## src/rtl/mips_defs.sv

```systemverilog
// Shared MIPS datapath definitions: immediate-extension mode encoding and
// the occupancy states of the registered immediate stage.
package mips_defs;

    localparam int unsigned EXT_MODE_W = 3;

    localparam logic [EXT_MODE_W-1:0] EXT_SIGN   = 3'd0;
    localparam logic [EXT_MODE_W-1:0] EXT_ZERO   = 3'd1;
    localparam logic [EXT_MODE_W-1:0] EXT_LUI    = 3'd2;
    localparam logic [EXT_MODE_W-1:0] EXT_BRANCH = 3'd3;
    localparam logic [EXT_MODE_W-1:0] EXT_JUMP   = 3'd4;

    typedef enum logic [1:0] {
        ST_EMPTY = 2'd0,
        ST_ONE   = 2'd1,
        ST_FULL  = 2'd2
    } skid_state_e;

endpackage

```

## src/rtl/imm_ext_pipe_if.sv

```systemverilog
// Request/result bundle between decode, the immediate stage and execute.
interface imm_ext_pipe_if
    import mips_defs::*;
#(
    parameter int unsigned JIDX_W = 26,
    parameter int unsigned OUT_W  = 32
);
    logic                  in_valid;
    logic                  in_ready;
    logic [JIDX_W-1:0]     in_field;
    logic [EXT_MODE_W-1:0] in_mode;
    logic [OUT_W-1:0]      in_pc4;
    logic                  out_valid;
    logic                  out_ready;
    logic [OUT_W-1:0]      out_data;
    logic                  out_err;

    // master: the surrounding pipeline (decode side drives requests, execute side drives out_ready)
    modport master (
        output in_valid, in_field, in_mode, in_pc4, out_ready,
        input  in_ready, out_valid, out_data, out_err
    );

    // slave: the immediate stage itself
    modport slave (
        input  in_valid, in_field, in_mode, in_pc4, out_ready,
        output in_ready, out_valid, out_data, out_err
    );
endinterface

```

## src/rtl/imm_ext_core.sv

```systemverilog
// Combinational immediate extender: sign, zero, LUI, branch offset, jump target.
module imm_ext_core
    import mips_defs::*;
#(
    parameter int unsigned IN_W   = 16,
    parameter int unsigned JIDX_W = 26,
    parameter int unsigned OUT_W  = 32
) (
    input  logic [JIDX_W-1:0]     field,
    input  logic [EXT_MODE_W-1:0] mode,
    input  logic [OUT_W-1:0]      pc4,
    output logic [OUT_W-1:0]      data,
    output logic                  err
);
    logic [IN_W-1:0]  imm;
    logic [OUT_W-1:0] sign_ext;
    logic [OUT_W-1:0] jump_hi_mask;
    logic [OUT_W-1:0] jump_lo;

    assign imm          = field[IN_W-1:0];
    assign sign_ext     = {{(OUT_W-IN_W){imm[IN_W-1]}}, imm};
    // Shift/mask form keeps JUMP legal even when OUT_W == JIDX_W+2 (no pc4 bits kept).
    assign jump_hi_mask = {OUT_W{1'b1}} << (JIDX_W + 2);
    assign jump_lo      = {{(OUT_W-JIDX_W){1'b0}}, field} << 2;

    always_comb begin
        data = '0;
        err  = 1'b0;
        case (mode)
            EXT_SIGN:   data = sign_ext;
            EXT_ZERO:   data = {{(OUT_W-IN_W){1'b0}}, imm};
            EXT_LUI:    data = {imm, {(OUT_W-IN_W){1'b0}}};
            EXT_BRANCH: data = {sign_ext[OUT_W-3:0], 2'b00};
            EXT_JUMP:   data = (pc4 & jump_hi_mask) | jump_lo;
            default:    err  = 1'b1;
        endcase
    end
endmodule

```

## src/rtl/imm_ext_pipe.sv

```systemverilog
// Registered immediate-generation stage: extender followed by a 2-entry skid
// buffer with valid/ready handshake, synchronous reset and flush.
module imm_ext_pipe
    import mips_defs::*;
#(
    parameter int unsigned IN_W   = 16,
    parameter int unsigned JIDX_W = 26,
    parameter int unsigned OUT_W  = 32
) (
    input  logic                clk,
    input  logic                rst,
    input  logic                flush,
    imm_ext_pipe_if.slave       bus
);
    if (OUT_W < JIDX_W + 2 || OUT_W < IN_W + 2 || JIDX_W < IN_W) begin : g_bad_width
        $error("imm_ext_pipe: need OUT_W >= JIDX_W+2, OUT_W >= IN_W+2, JIDX_W >= IN_W");
    end

    skid_state_e      state, next_state;
    logic [OUT_W-1:0] ext_data;
    logic             ext_err;
    logic [OUT_W-1:0] main_data, skid_data;
    logic             main_err, skid_err;
    logic             in_ready, out_valid, in_fire, out_fire;
    logic             load_main_in, load_main_skid, load_skid;

    imm_ext_core #(
        .IN_W   (IN_W),
        .JIDX_W (JIDX_W),
        .OUT_W  (OUT_W)
    ) u_core (
        .field (bus.in_field),
        .mode  (bus.in_mode),
        .pc4   (bus.in_pc4),
        .data  (ext_data),
        .err   (ext_err)
    );

    // Handshake flags depend only on the registered state.
    assign in_ready  = (state != ST_FULL);
    assign out_valid = (state != ST_EMPTY);
    assign in_fire   = bus.in_valid & in_ready;
    assign out_fire  = out_valid & bus.out_ready;

    always_comb begin
        next_state     = state;
        load_main_in   = 1'b0;
        load_main_skid = 1'b0;
        load_skid      = 1'b0;
        case (state)
            ST_EMPTY: begin
                if (in_fire) begin
                    next_state   = ST_ONE;
                    load_main_in = 1'b1;
                end
            end
            ST_ONE: begin
                if (in_fire && !out_fire) begin
                    next_state = ST_FULL;
                    load_skid  = 1'b1;
                end else if (in_fire && out_fire) begin
                    load_main_in = 1'b1;
                end else if (out_fire) begin
                    next_state = ST_EMPTY;
                end
            end
            ST_FULL: begin
                if (out_fire) begin
                    next_state     = ST_ONE;
                    load_main_skid = 1'b1;
                end
            end
            default: next_state = ST_EMPTY;
        endcase
    end

    always_ff @(posedge clk) begin
        if (rst || flush) begin
            state <= ST_EMPTY;
        end else begin
            state <= next_state;
        end
    end

    always_ff @(posedge clk) begin
        if (rst || flush) begin
            main_data <= '0;
            main_err  <= 1'b0;
            skid_data <= '0;
            skid_err  <= 1'b0;
        end else begin
            if (load_main_in) begin
                main_data <= ext_data;
                main_err  <= ext_err;
            end else if (load_main_skid) begin
                main_data <= skid_data;
                main_err  <= skid_err;
            end
            if (load_skid) begin
                skid_data <= ext_data;
                skid_err  <= ext_err;
            end
        end
    end

    assign bus.in_ready  = in_ready;
    assign bus.out_valid = out_valid;
    assign bus.out_data  = main_data;
    assign bus.out_err   = main_err;
endmodule

```

## src/flat_wrapper.sv

```systemverilog
// flat-port wrapper written by rule: the top's interface ports become plain ports
module imm_ext_pipe_flat import mips_defs::*;
#(
    parameter int unsigned IN_W   = 16,
    parameter int unsigned JIDX_W = 26,
    parameter int unsigned OUT_W  = 32
)
  (clk, rst, flush, bus_in_valid, bus_in_field, bus_in_mode, bus_in_pc4, bus_out_ready, bus_in_ready, bus_out_valid, bus_out_data, bus_out_err);
  imm_ext_pipe_if #(.JIDX_W(JIDX_W), .OUT_W(OUT_W)) bus_i ();
  input  logic clk;
  input  logic rst;
  input  logic flush;
  input wire logic [$bits(bus_i.in_valid)-1:0] bus_in_valid;
  input wire logic [$bits(bus_i.in_field)-1:0] bus_in_field;
  input wire logic [$bits(bus_i.in_mode)-1:0] bus_in_mode;
  input wire logic [$bits(bus_i.in_pc4)-1:0] bus_in_pc4;
  input wire logic [$bits(bus_i.out_ready)-1:0] bus_out_ready;
  output wire logic [$bits(bus_i.in_ready)-1:0] bus_in_ready;
  output wire logic [$bits(bus_i.out_valid)-1:0] bus_out_valid;
  output wire logic [$bits(bus_i.out_data)-1:0] bus_out_data;
  output wire logic [$bits(bus_i.out_err)-1:0] bus_out_err;
  assign bus_i.in_valid = bus_in_valid;
  assign bus_i.in_field = bus_in_field;
  assign bus_i.in_mode = bus_in_mode;
  assign bus_i.in_pc4 = bus_in_pc4;
  assign bus_i.out_ready = bus_out_ready;
  assign bus_in_ready = bus_i.in_ready;
  assign bus_out_valid = bus_i.out_valid;
  assign bus_out_data = bus_i.out_data;
  assign bus_out_err = bus_i.out_err;
  imm_ext_pipe #(.IN_W(IN_W), .JIDX_W(JIDX_W), .OUT_W(OUT_W)) u_core (.clk(clk), .rst(rst), .flush(flush), .bus(bus_i));
endmodule
```

## config.mk

```make
export PLATFORM = sky130hd
export DESIGN_NAME = imm_ext_pipe_flat
export DESIGN_NICKNAME = d
export VERILOG_FILES = /design/src/rtl/mips_defs.sv /design/src/rtl/imm_ext_pipe_if.sv /design/src/rtl/imm_ext_core.sv /design/src/rtl/imm_ext_pipe.sv /design/src/flat_wrapper.sv
export SDC_FILE = /design/constraint.sdc
export NUM_CORES = 1
export LEC_CHECK = 0
export ABC_AREA = 1
export BUFFER_PORTS_ARGS = -buffer_cell sky130_fd_sc_hd__buf_4
export CAP_MARGIN = 25
export CORE_MARGIN = 2
export CORE_UTILIZATION = 56
export DETAILED_ROUTE_END_ITERATION = 16
export GPL_TIMING_DRIVEN = 1
export PLACE_DENSITY_LB_ADDON = 0.3
export SYNTH_ARGS = -nofsm -noshare
export SYNTH_HDL_FRONTEND = slang
export SYNTH_HIERARCHICAL = 1
export SYNTH_SLANG_ARGS = --single-unit
```

## constraint.sdc

```tcl
create_clock -name clk -period 2.1 [get_ports clk]
set_input_delay 0.315 -clock clk [delete_from_list [all_inputs] [get_ports clk]]
set_output_delay 0.315 -clock clk [all_outputs]
set_load 0.02 [all_outputs]
```

==> summary.txt, run 1 <==
total clock buffers created by CTS = 9
Remaining DRCs = 0
clk_lat worst skew = 0.34 ns
Fin Setup TNS = 0 ns
Netlist cell types = 22
r2r endpoint = u_core/bus.out_data[8]
area occupied by multi-input gates = 1750 um2
share of post-route cells with drive strength above 1 = 0.200
Peak Freq = 566 MHz
Worst-Margin Slew = 1.02 ns
final core utilization = 0.721
unrepaired setup endpoints after global routing = no
# setup viols final = 0
crit-path max FO = 22
Post-Syn Nets = 570
largest net degree at the start of global routing = 61
initial antenna violation count = 0
Pwr Density = 731 nW/um2
run status = finished, final reports clean
Global Route Usage Sum = 0.266
global route overflow = 0
Final Cycle Share = 0.841
CTS root buf = clkbuf_8
via count = 3622
CTS tree = done
min cycle time layout = 1.77 ns
hold buffer count at cts = 0
Leak = 0.00182 uW
Critical Path Sink Type = flop
ant diodes = 0
Clock Sinks = 68
placed insts = 623
CTS H-tree depth = 3
synth warn = 6
register area = 1360 um2
TritonRoute pass-1 iters = 6
Synth Instances = 504
Max Buffers Root-to-Sink = 2
Worst Path Required = 2.35 ns
CTS resizes = 0
max-cap violation count = 0
worst setup path endpoint = u_core/bus.out_data[8]
Final Wtd Congestion = 0.907
CORE AREA = 5960 um2
DP Wirelength = 6060 um
final wirelength = 9250 um
1st-iter DRT viols = 410
final hold vios = 0
Startpoint Class = flop
global-route wire length before repair = 15200 um
Die Y = 82.9 um
via density per instance = 5.67
worst hold path type = in2reg
Setup crit start = u_core/state[1]
Slew Limit Fails = 0
Final Non-Filler Cells = 639
Reg clk slew, reported paths = 0.07 ns
Port Buffers = 72
Die ar. = 6870 um2
clock skew = 0.00526 ns
FILL cells = 488
Netlist Area Pre-Place = 3490 um2
mean area per synthesized cell = 6.92 um2
sequential area share after synthesis = 0.390
Post-CTS Setup Bufs = 0
Rel. slew slack = 0.318
vias in the first global route = 3273
Power Total = 3140 uW
worst reg2reg startpoint = u_core/state[1]
Routed WL per cell = 14.5 um
IO Pins = 101
maximum VDD drop = 0.000392 V
Starting Density = 0.586
worst endpoint data arrival time = 2.02 ns
cell count of the worst reg-to-reg path = 7
FP Rows = 28
Synth Register Bits = 68
Die Wd = 82.9 um
kind of critical path = reg2reg
nets = 625
DRT antenna net count = 0
worst reg-to-reg setup slack = 0.33 ns
Layout area overhead = 23.2%
==> cells in the final DEF (no fill, tap or decap), drive strengths merged <==
cell type / count
nand4: 4
nand3b: 30
nand3: 60
o21ai: 64
a211oi: 1
nor2: 16
a21oi: 62
nand2: 117
buf: 82
dfxtp: 68
clkbuf: 12
nor3b: 1
clkinv: 1
inv: 43
bufinv: 3
==> cell families (layout without fill, tap and decap cells) <==
family	count (synthesis)	after routing	share of synthesized area
AOI/OAI and AO/OA	127	127	0.183
buffers and inverters	81	141	0.109
DFF	68	68	0.390
and+or+nand+nor	228	228	0.317
==> area by class of cell <==
type                    instances  area share
multi-input cells             355       0.408
well taps                      75      0.0218
repair buffers                 82       0.158
flip-flops and latches         68       0.317
inverters                      43      0.0376
clock buffers                  12      0.0361
clock inverters                 4      0.0221
==> worst min path at each step <==
stage | from | end | slack (ns) | cells past startpoint
floorplan | u_core/skid_data[10] | u_core/skid_data[10] | 0.43 | 2
global placement | u_core/skid_data[10] | u_core/skid_data[10] | 0.43 | 2
detailed placement | u_core/skid_data[9] | u_core/skid_data[9] | 0.44 | 2
CTS | bus_out_ready | u_core/state[1] | 0.32 | 4
global route | bus_out_ready | u_core/state[1] | 0.35 | 4
finish | bus_out_ready | u_core/state[0] | 0.34 | 3
==> report_power, final <==
| part | switching [uW] | internal (uW) | total (uW) |
|---|---|---|---|
| clock network | 486 | 853 | 1340 |
| registers | 16.2 | 1320 | 1340 |
| logic | 277 | 189 | 466 |
| total | 779 | 2360 | 3140 |
==> per-stage QoR <==
step,instance area (um2),setup slack (ns),hold slack [ns]
6_report,4300,0.334,0.337
5_1_grt,4300,0.187,0.354
3_3_place_gp,4050,0.427,0.433
4_1_cts,4300,0.347,0.323
3_5_place_dp,4050,0.369,0.439
2_1_floorplan,3490,0.866,0.425
==> worst max-delay path, cell delays in order, from the launching register on <==
cell     delay (ns)
dfxtp_1        0.33
buf_4          0.17
nor2_8         0.24
nand2_2        0.30
buf_12         0.26
o21ai_0        0.07
nand2_1        0.14
a21oi_1        0.16
==> sequential cells by signal, summed over array words and instances (netlist names) <==
signal	flops
u_core/bus.out_err	1
u_core/skid_err	1
u_core/bus.out_data	32
u_core/state	2
u_core/skid_data	32
==> Yosys cell counts (all sizes together) <==
cell	n	area share
nand2	117	0.13
nand3	60	0.089
a211oi	1	0.0022
nand3b	30	0.065
inv	43	0.046
nor2	16	0.025
dfxtp	68	0.39
o21ai	64	0.092
nor3b	1	0.0022
clkbuf	9	0.0097
buf	29	0.053
nand4	4	0.0072
a21oi	62	0.089
==> per-layer routing <==
metal	vias up	global-route usage	routed length, um
li1	1783	-	-
met1	1648	0.345	3870
met2	161	0.430	4520
met3	30	0.0388	584
met4	0	0.140	270
met5	-	0	0
Note: power is estimated with default switching activity, not from simulation.
==> run 2: changes to the inputs <==
--- a/config.mk
+++ b/config.mk
@@ -9,7 +9,7 @@
 export BUFFER_PORTS_ARGS = -buffer_cell sky130_fd_sc_hd__buf_4
 export CAP_MARGIN = 25
 export CORE_MARGIN = 2
-export CORE_UTILIZATION = 56
+export CORE_UTILIZATION = 47
 export DETAILED_ROUTE_END_ITERATION = 16
 export GPL_TIMING_DRIVEN = 1
 export PLACE_DENSITY_LB_ADDON = 0.3
==> constraint.sdc (replaced) <==
create_clock -name clk -period 1.6 [get_ports clk]
set_input_delay 0.24 -clock clk [delete_from_list [all_inputs] [get_ports clk]]
set_output_delay 0.24 -clock clk [all_outputs]
set_load 0.02 [all_outputs]
==> summary.txt, run 2 (synthesized netlist as in run 1, its figures left out) <==
# setup viols final = 0
CTS tree = done
DP Wirelength = 6240 um
Leak = 0.00179 uW
IO Pins = 101
Startpoint Class = flop
CORE AREA = 7210 um2
Met1 Routed Length = 3950 um
commonest non-fill, non-tap cell in the layout = nand2_1
nets = 627
via density per instance = 5.31
Final Cycle Share = 0.919
Max Buffers Root-to-Sink = 2
largest net degree at the start of global routing = 66
kind of critical path = reg2reg
Reg clk slew, reported paths = 0.07 ns
Final Non-Filler Cells = 663
global route overflow = 0
FP Rows = 31
Final Wtd Congestion = 0.837
WL met3 = 675 um
Die ar. = 8120 um2
via count = 3518
Post-CTS Setup Bufs = 0
Remaining DRCs = 0
TritonRoute pass-1 iters = 4
max-cap violation count = 0
Global Route Usage Sum = 0.229
DRT antenna net count = 0
Pwr Density = 882 nW/um2
global-route wire length before repair = 15300 um
clock skew = 0.0103 ns
unrepaired setup endpoints after global routing = no
CTS H-tree depth = 3
final wirelength = 8990 um
maximum VDD drop = 0.000398 V
total clock buffers created by CTS = 9
most frequent cells in the layout = nand2_1, buf_4, dfxtp_1
worst endpoint data arrival time = 1.69 ns
Routed WL per cell = 13.6 um
CTS root buf = clkbuf_8
Critical Path Sink Type = flop
Slew Limit Fails = 0
ant diodes = 0
initial antenna violation count = 0
share of post-route cells with drive strength above 1 = 0.202
1st-iter DRT viols = 263
Starting Density = 0.483
crit-path max FO = 34
vias in the first global route = 3266
placed insts = 649
clk_lat worst skew = 0.35 ns
Worst Path Required = 1.81 ns
metal2 WL = 4220 um
top routing layer in use = met4
run status = finished, final reports clean
Clock Sinks = 68
final hold vios = 0
Port Buffers = 72
Fin Setup TNS = 0 ns
Layout area overhead = 22.5%
Worst-Margin Slew = 0.373 ns
Die Wd = 90.1 um
worst hold path type = in2reg
min cycle time layout = 1.47 ns
Die Y = 90.1 um
Peak Freq = 680 MHz
Rel. slew slack = 0.751
==> run 2: changes by cell type in the layout (fill, tap and decap cells not counted), sizes merged <==
cell / previous run / this run
bufinv: 3 / 1
buf: 82 / 84
==> run 2: timing repair <==
item	CTS	global route
endpoints found under the setup margin	1	0
hold buffers	0	0
resized for setup	1	0
==> run 2: layout make-up <==
type                    instances  area [um2]
clock buffers                  12         155
clock inverters                 2        35.0
fillers                       701        2940
inverters                      43         161
multi-input cells             355        1750
flip-flops and latches         68        1360
well taps                      99         124
repair buffers                 84         681
==> run 2: power by group <==
part           switching (uW)  internal [uW]
combinational             359            255
sequential               21.9           1740
clock                     611            786
==> run 2: worst paths after layout <==
check / slack (ns) / from / endpoint / depth (start not counted)
max: 0.13 / u_core/state[0] / u_core/bus.out_data[10] / 6
min: 0.24 / bus_out_ready / u_core/state[1] / 4
max reg2reg: 0.13 / u_core/state[0] / u_core/bus.out_data[10] / 6
min reg2reg: 0.45 / u_core/skid_data[2] / u_core/skid_data[2] / 2
==> run 2: metrics by stage <==
stage,area (um2),power [uW],hold slack (ns),util,setup slack (ns)
after global routing,4270,3940,0.260,0.592,0.0365
after global placement,4080,2400,0.432,0.565,0.141
after CTS,4270,3800,0.221,0.592,0.117
after detailed placement,4080,2410,0.442,0.565,0.0994
after floorplan,3490,2160,0.424,-,0.366
final,4270,3770,0.236,0.592,0.129
==> run 2: worst max-delay path, cell delays in order, from the launching register on <==
cell and delay, ns:
dfxtp_1 0.46, inv_2 0.11, nand3_2 0.08, buf_4 0.34, o21ai_0 0.13, nand2_1 0.13, a21oi_1 0.08
==> run 2: routing by layer <==
layer	up-vias	global-route usage
met4	0	0.0782
met3	14	0.0629
met5	-	0
met2	113	0.367
met1	1611	0.299
li1	1780	-
==> run 3: changes to the inputs <==
--- a/config.mk
+++ b/config.mk
@@ -9,7 +9,7 @@
 export BUFFER_PORTS_ARGS = -buffer_cell sky130_fd_sc_hd__buf_4
 export CAP_MARGIN = 25
 export CORE_MARGIN = 2
-export CORE_UTILIZATION = 47
+export CORE_UTILIZATION = 45
 export DETAILED_ROUTE_END_ITERATION = 16
 export GPL_TIMING_DRIVEN = 1
 export PLACE_DENSITY_LB_ADDON = 0.3
==> summary.txt, run 3 (synthesized netlist as in run 1, its figures left out) <==
ant diodes = 0
Max Buffers Root-to-Sink = 2
initial antenna violation count = 0
final wirelength = 9070 um
DRT antenna net count = 0
via density per instance = 5.19
Post-DP Area = 4090 um2
worst endpoint data arrival time = 1.23 ns
unrepaired setup endpoints after global routing = no
Global Route Usage Sum = 0.224
Final Cycle Share = 0.917
nets = 629
most frequent cells in the layout = nand2_1, buf_4, dfxtp_1
1st-iter DRT viols = 183
TritonRoute pass-1 iters = 6
clock skew = 0.00875 ns
run status = finished, final reports clean
fin area = 4270 um2
maximum VDD drop = 0.000498 V
FILL cells = 764
clk_lat worst skew = 0.35 ns
part of the power in registers = 0.472
Die Wd = 92.0 um
vias in the first global route = 3190
Routed WL per cell = 13.5 um
kind of critical path = reg2out
Pwr Density = 871 nW/um2
crit-path max FO = 7
Die Y = 92.0 um
DP Wirelength = 6390 um
total clock buffers created by CTS = 9
commonest non-fill, non-tap cell in the layout = nand2_1
global route overflow = 0
Die ar. = 8470 um2
cell-internal power = 2700 uW
Post-CTS Setup Bufs = 0
Fin Setup TNS = 0 ns
Reg clk slew, reported paths = 0.07 ns
net load switching power = 1020 uW
Remaining DRCs = 0
via count = 3477
CORE AREA = 7610 um2
share of post-route cells with drive strength above 1 = 0.206
Peak Freq = 682 MHz
largest net degree at the start of global routing = 66
IO Pins = 101
CTS root buf = clkbuf_8
combinational share of power = 0.164
Sw Ratio = 0.274
Startpoint Class = flop
final hold vios = 0
Final Wtd Congestion = 0.833
min cycle time layout = 1.47 ns
Port Buffers = 72
CTS H-tree depth = 3
Clock Sinks = 68
Clock power frac = 0.364
Layout area overhead = 22.5%
Worst Path Required = 1.36 ns
Slew Limit Fails = 0
FP Rows = 32
Leak = 0.00179 uW
Critical Path Sink Type = primary output
Worst-Margin Slew = 0.381 ns
Starting Density = 0.458
max-cap violation count = 0
Rel. slew slack = 0.745
worst hold path type = in2reg
# setup viols final = 0
global-route wire length before repair = 15200 um
CTS tree = done
[run 3: changes by cell type in the layout (fill, tap and decap cells not counted)]
cell,before,now
clkinvlp_4,0,1
clkinv_2,1,3
buf_12,4,3
clkbuf_1,1,2
buf_4,80,83
clkbuf_8,11,9
[run 3: power by group through the flow]
stage / clock network (uW) / logic, uW / registers (uW)
floorplan: 0 / 330 / 1830
global placement: 0 / 601 / 1790
detailed placement: 0 / 607 / 1800
CTS: 1380 / 610 / 1760
global route: 1450 / 678 / 1760
finish: 1350 / 611 / 1760
[run 3: critical path, cell delays in order, from the launching register on]
cell and delay (ns):
dfxtp_2 0.45, inv_1 0.10, nor2_1 0.13, inv_1 0.05, buf_4 0.15
[run 3: cell type report]
| cell class | instances | area, um2 | area share |
|---|---|---|---|
| multi-input cells | 355 | 1750 | 0.410 |
| flip-flops and latches | 68 | 1360 | 0.319 |
| repair buffers | 86 | 683 | 0.160 |
| inverters | 43 | 161 | 0.0378 |
| clock buffers | 11 | 131 | 0.0308 |
| well taps | 102 | 128 | 0.0299 |
| clock inverters | 5 | 52.6 | 0.0123 |
[run 3: worst paths after layout]
kind                              from                      to  slack [ns]  cells after the start
setup reg to reg       u_core/state[0]  u_core/bus.out_data[3]        0.24                      6
setup / recovery       u_core/state[1]            bus_in_ready        0.13                      4
hold reg to reg   u_core/skid_data[30]    u_core/skid_data[30]        0.45                      2
hold / removal                     rst  u_core/bus.out_data[7]        0.17                      4
[run 3: metal layers]
metal  routed length [um]  part of all wire  GRT usage  vias to the layer above
met4                  156             0.017     0.0871                        0
li1                     -                 -          -                     1792
met2                 4330              0.48      0.373                      101
met3                  602             0.066     0.0337                       13
met1                 3980              0.44      0.293                     1571
met5                    0                 0          0                        -
[run 3: repair_timing]
item | CTS | global route
endpoints found under the setup margin | 1 | 0
hold endpoints to repair | 0 | 0
hold buffers | 0 | 0
gates resized for setup | 1 | 0
[run 3: metrics by stage]
step	total power, uW	setup WS [ns]	utilization	instances	hold WS (ns)
2_1_floorplan	2160	0.366	-	504	0.424
3_3_place_gp	2400	0.149	0.537	654	0.432
3_5_place_dp	2400	0.0920	0.537	654	0.442
4_1_cts	3750	0.126	0.561	670	0.162
5_1_grt	3890	0.0855	0.561	670	0.178
6_report	3720	0.133	0.561	670	0.167
